===== config.mk =====
export PLATFORM = sky130hd
export DESIGN_NAME = din_debouncer
export DESIGN_NICKNAME = d
export VERILOG_FILES = /design/src/rtl/din_debouncer.sv
export SDC_FILE = /design/constraint.sdc
export NUM_CORES = 1
export LEC_CHECK = 0
export BUFFER_PORTS_ARGS = -buffer_cell sky130_fd_sc_hd__buf_2
export CORE_AREA = 5 5 42 44
export DETAILED_ROUTE_END_ITERATION = 7
export DIE_AREA = 0 0 47 49
export PLACE_DENSITY = 0.48
export SETUP_SLACK_MARGIN = 0.15
export SLEW_MARGIN = 20
export SYNTH_ARGS = -nofsm -noshare
export SYNTH_HDL_FRONTEND = slang
export SYNTH_SLANG_ARGS = --single-unit
export TNS_END_PERCENT = 30

===== constraint.sdc =====
create_clock -name clk -period 1.5 [get_ports clk]
set_input_delay 0.225 -clock clk [delete_from_list [all_inputs] [get_ports clk]]
set_output_delay 0.225 -clock clk [all_outputs]
set_load 0.01 [all_outputs]

===== src/rtl/din_debouncer.sv =====
// Two-to-four flop synchronizer plus a four-state stability qualifier for a bouncy input pin.
// Define DIN_DEBOUNCER_SVA_EN to compile the built-in concurrent assertions.
module din_debouncer #(
    parameter int SYNC_STAGES   = 2,
    parameter int STABLE_CYCLES = 8,
    localparam int CNT_W        = $clog2(STABLE_CYCLES + 1)
) (
    input  logic clk,
    input  logic rst,
    input  logic raw_in,
    output logic dout_db,
    output logic rise,
    output logic fall,
    output logic busy
);

    // Bit 0 of the encoding marks the qualifying states, so busy is a plain flop output.
    typedef enum logic [1:0] {
        IDLE_LO = 2'b00,
        CHK_HI  = 2'b01,
        IDLE_HI = 2'b10,
        CHK_LO  = 2'b11
    } state_t;

    localparam logic [CNT_W-1:0] CNT_LAST = CNT_W'(STABLE_CYCLES - 1);
    localparam logic [CNT_W-1:0] CNT_ONE  = CNT_W'(1);

    logic [SYNC_STAGES-1:0] sync_reg;
    logic                   sync_q;
    state_t                 state_reg;
    logic [CNT_W-1:0]       cnt_reg;
    logic                   dout_db_reg;
    logic                   rise_reg;
    logic                   fall_reg;

    always_ff @(posedge clk) begin
        if (rst) begin
            sync_reg <= '0;
        end else begin
            sync_reg <= {sync_reg[SYNC_STAGES-2:0], raw_in};
        end
    end

    assign sync_q = sync_reg[SYNC_STAGES-1];

    always_ff @(posedge clk) begin
        if (rst) begin
            state_reg   <= IDLE_LO;
            cnt_reg     <= '0;
            dout_db_reg <= 1'b0;
            rise_reg    <= 1'b0;
            fall_reg    <= 1'b0;
        end else begin
            rise_reg <= 1'b0;
            fall_reg <= 1'b0;
            case (state_reg)
                IDLE_LO: begin
                    if (sync_q) begin
                        state_reg <= CHK_HI;
                        cnt_reg   <= CNT_ONE;
                    end else begin
                        cnt_reg <= '0;
                    end
                end
                // A reversal is tested before terminal count, so it always wins.
                CHK_HI: begin
                    if (!sync_q) begin
                        state_reg <= IDLE_LO;
                        cnt_reg   <= '0;
                    end else if (cnt_reg == CNT_LAST) begin
                        state_reg   <= IDLE_HI;
                        dout_db_reg <= 1'b1;
                        rise_reg    <= 1'b1;
                        cnt_reg     <= '0;
                    end else begin
                        cnt_reg <= cnt_reg + CNT_ONE;
                    end
                end
                IDLE_HI: begin
                    if (!sync_q) begin
                        state_reg <= CHK_LO;
                        cnt_reg   <= CNT_ONE;
                    end else begin
                        cnt_reg <= '0;
                    end
                end
                CHK_LO: begin
                    if (sync_q) begin
                        state_reg <= IDLE_HI;
                        cnt_reg   <= '0;
                    end else if (cnt_reg == CNT_LAST) begin
                        state_reg   <= IDLE_LO;
                        dout_db_reg <= 1'b0;
                        fall_reg    <= 1'b1;
                        cnt_reg     <= '0;
                    end else begin
                        cnt_reg <= cnt_reg + CNT_ONE;
                    end
                end
                default: begin
                    state_reg <= IDLE_LO;
                    cnt_reg   <= '0;
                end
            endcase
        end
    end

    assign dout_db = dout_db_reg;
    assign rise    = rise_reg;
    assign fall    = fall_reg;
    assign busy    = state_reg[0];

`ifdef DIN_DEBOUNCER_SVA_EN
    a_rise_fall_excl: assert property (@(posedge clk) disable iff (rst)
        !(rise_reg && fall_reg))
        $info("a_rise_fall_excl ok at %0t", $time);
        else $error("a_rise_fall_excl violated at %0t", $time);

    a_rise_edge: assert property (@(posedge clk) disable iff (rst)
        rise_reg |-> (dout_db_reg && !$past(dout_db_reg)))
        $info("a_rise_edge ok at %0t", $time);
        else $error("a_rise_edge violated at %0t", $time);

    a_fall_edge: assert property (@(posedge clk) disable iff (rst)
        fall_reg |-> (!dout_db_reg && $past(dout_db_reg)))
        $info("a_fall_edge ok at %0t", $time);
        else $error("a_fall_edge violated at %0t", $time);

    // The first cycle out of reset compares against a value that reset itself cleared.
    a_dout_on_pulse: assert property (@(posedge clk) disable iff (rst)
        (!$past(rst) && (dout_db_reg != $past(dout_db_reg))) |-> (rise_reg || fall_reg))
        $info("a_dout_on_pulse ok at %0t", $time);
        else $error("a_dout_on_pulse violated at %0t", $time);

    a_cnt_bound: assert property (@(posedge clk) disable iff (rst)
        cnt_reg <= CNT_LAST)
        $info("a_cnt_bound ok at %0t", $time);
        else $error("a_cnt_bound violated at %0t", $time);

    a_post_reset: assert property (@(posedge clk) disable iff (rst)
        $past(rst) |-> (!dout_db_reg && !busy))
        $info("a_post_reset ok at %0t", $time);
        else $error("a_post_reset violated at %0t", $time);
`endif

endmodule


==> run metrics <==
max reg flops=4; cell row count=14; Post CTS Setup Buffer Count=0; CP endpoint kind=flop; via count=297; CTS tree=yes; clock root buffer=clkbuf_4; Remaining DRCs=0; data arrival time of the worst path=1.41 ns; Syn. warnings=0; startpoint types=flop; FFs w/ async S/R, synth=0%; number of buffers added on ports=6; first-pass GRT wire length=1190 um; boundary pin count=7; status=complete, no violations; # clock sinks=11; Post-CTS Hold Fix Bufs=0; max-slew violations=0; Crit path required time=1.65 ns; number of global-route vias before repair=287; critical path class=reg -> reg; FF+latch count, synth=11; Mapped Cells=36; Worst Path Max Fanout=6; clock slew at reported path FFs=0.06 ns; initial antenna violation count=0; Detailed Route WL=735 um; area delta synth->final=20.4%; total CTS buffers=3; drt pass-1 iters=4; CTS max path bufs=2; Placer Congestion=0.685; Worst Hold Class=in -> reg; Area contributors post-synth=dfxtp_1 (53%), nand4b_4 (5.8%), mux2i_1 (4.9%), a21boi_4 (4.6%), nor2_1 (4.6%); area leader, netlist=dfxtp_1; syn_nets=40; ANT nets after route=0; top cell type's share of synthesized area=53.5%; total power draw=0.000521 W; mapped cell area=412 um^2; post-synthesis sequential area ratio=53.5%; largest net degree at the start of global routing=9; starting density of the core=29.4%; nets=52; Final Hold Viols=0; Via density=4.71; die area=0.00230 mm^2; Mean Syn Cell Area=11.4 um^2; # resized after CTS=0; Slew @ Worst Pin=0.279 ns; Finish-stage setup viols=0; post-layout minimum cycle time=1.26 ns; EDFF count, synth=0; RSZ-0062 raised after global routing=no; overall routing resource usage=7.48%; Leak=0.243 nW; most frequent cells in the layout=dfxtp_1 (11), buf_2 (6), nor2_1 (5), clkbuf_4 (3); CTS H-tree depth=1; VDD IR max=390 uV; die height=49 um; internal reg-to-reg setup slack=0.24 ns; Cell variety after synth=18; main flop type after synthesis=dfxtp_1; Inserted Diodes=0; commonest non-fill, non-tap cell in the layout=dfxtp_1; clk_skew=0.00187 ns; layout cell share with drive strength beyond 1=27.7%; Rel. slew slack=81.2%; die width=47 um; clk_lat worst skew=0.26 ns; Max-Cap Viols=0; 1st-iter DRT viols=2; Total Neg Setup Slack=0 ns; wire per inst=11.7 um; GRT overflow=0; FMAX=0.793 GHz; half-perimeter wire length after placement=572 um; Core ar.=0.00140 mm^2; Tcrit/Tclk final=84.1%; PwrDens=1050 mW/mm^2
## where the power goes
group | total [W] | switching, W | internal (W)
clock network | 0.000195 | 0.0000923 | 0.000103
registers | 0.000304 | 0.00000539 | 0.000299
logic | 0.0000215 | 0.0000104 | 0.0000111
## worst paths after layout
path | from | end | depth (start not counted)
setup reg to reg | cnt_reg[1] | cnt_reg[0] | 4
hold / removal | raw_in | sync_reg[0] | 2
hold reg to reg | sync_reg[0] | sync_reg[1] | 1
setup / recovery | cnt_reg[1] | cnt_reg[0] | 4
## stage by stage
| stage | instances | instance area (um^2) | util [%] | hold slack [ns] | setup WS [ns] |
|---|---|---|---|---|---|
| after floorplan | 36 | 412 | - | 0.294 | 0.246 |
| after global placement | 59 | 469 | 33.5 | 0.431 | 0.264 |
| final | 63 | 495 | 35.4 | 0.167 | 0.239 |
| after detailed placement | 59 | 469 | 33.5 | 0.439 | 0.233 |
| after CTS | 63 | 495 | 35.4 | 0.164 | 0.222 |
| after global routing | 63 | 495 | 35.4 | 0.161 | 0.164 |
## Yosys cell counts, types with 2 or more instances
library cell / number
nor2_1: 5
nand3b_1: 2
nor2b_1: 2
dfxtp_1: 11
inv_1: 2
mux2i_1: 2
## worst max-delay path, stage by stage, from the launching register on
cell and delay, ns:
dfxtp_1 0.34, ha_1 0.27, nand4b_4 0.16, and3b_2 0.25, a21boi_4 0.13
## logic make-up after synthesis
group	count (synthesis)	share of synthesized area, %
and+or+nand+nor	15	25.2
adders and majority gates	1	3.04
DFF	11	53.5
buffers and inverters	2	1.82
AOI/OAI and AO/OA	3	7.30
xor gates and xnor gates	2	4.26
muxes	2	4.86
## cell type report
class	count	area (um^2)
inverters	2	7.51
flip-flops and latches	11	220
multi-input cells	23	184
clock buffers	4	26.3
fillers	151	906
repair buffers	7	37.5
well taps	16	20.0
## layer usage
metal | track usage, % | vias to the layer above | routed length [um]
met4 | 5.53 | 0 | 22
met5 | 0 | - | 0
met3 | 3.32 | 4 | 49
met2 | 11.5 | 7 | 367
li1 | - | 147 | -
met1 | 7.52 | 139 | 296
Power figures use the tool's default switching activity.
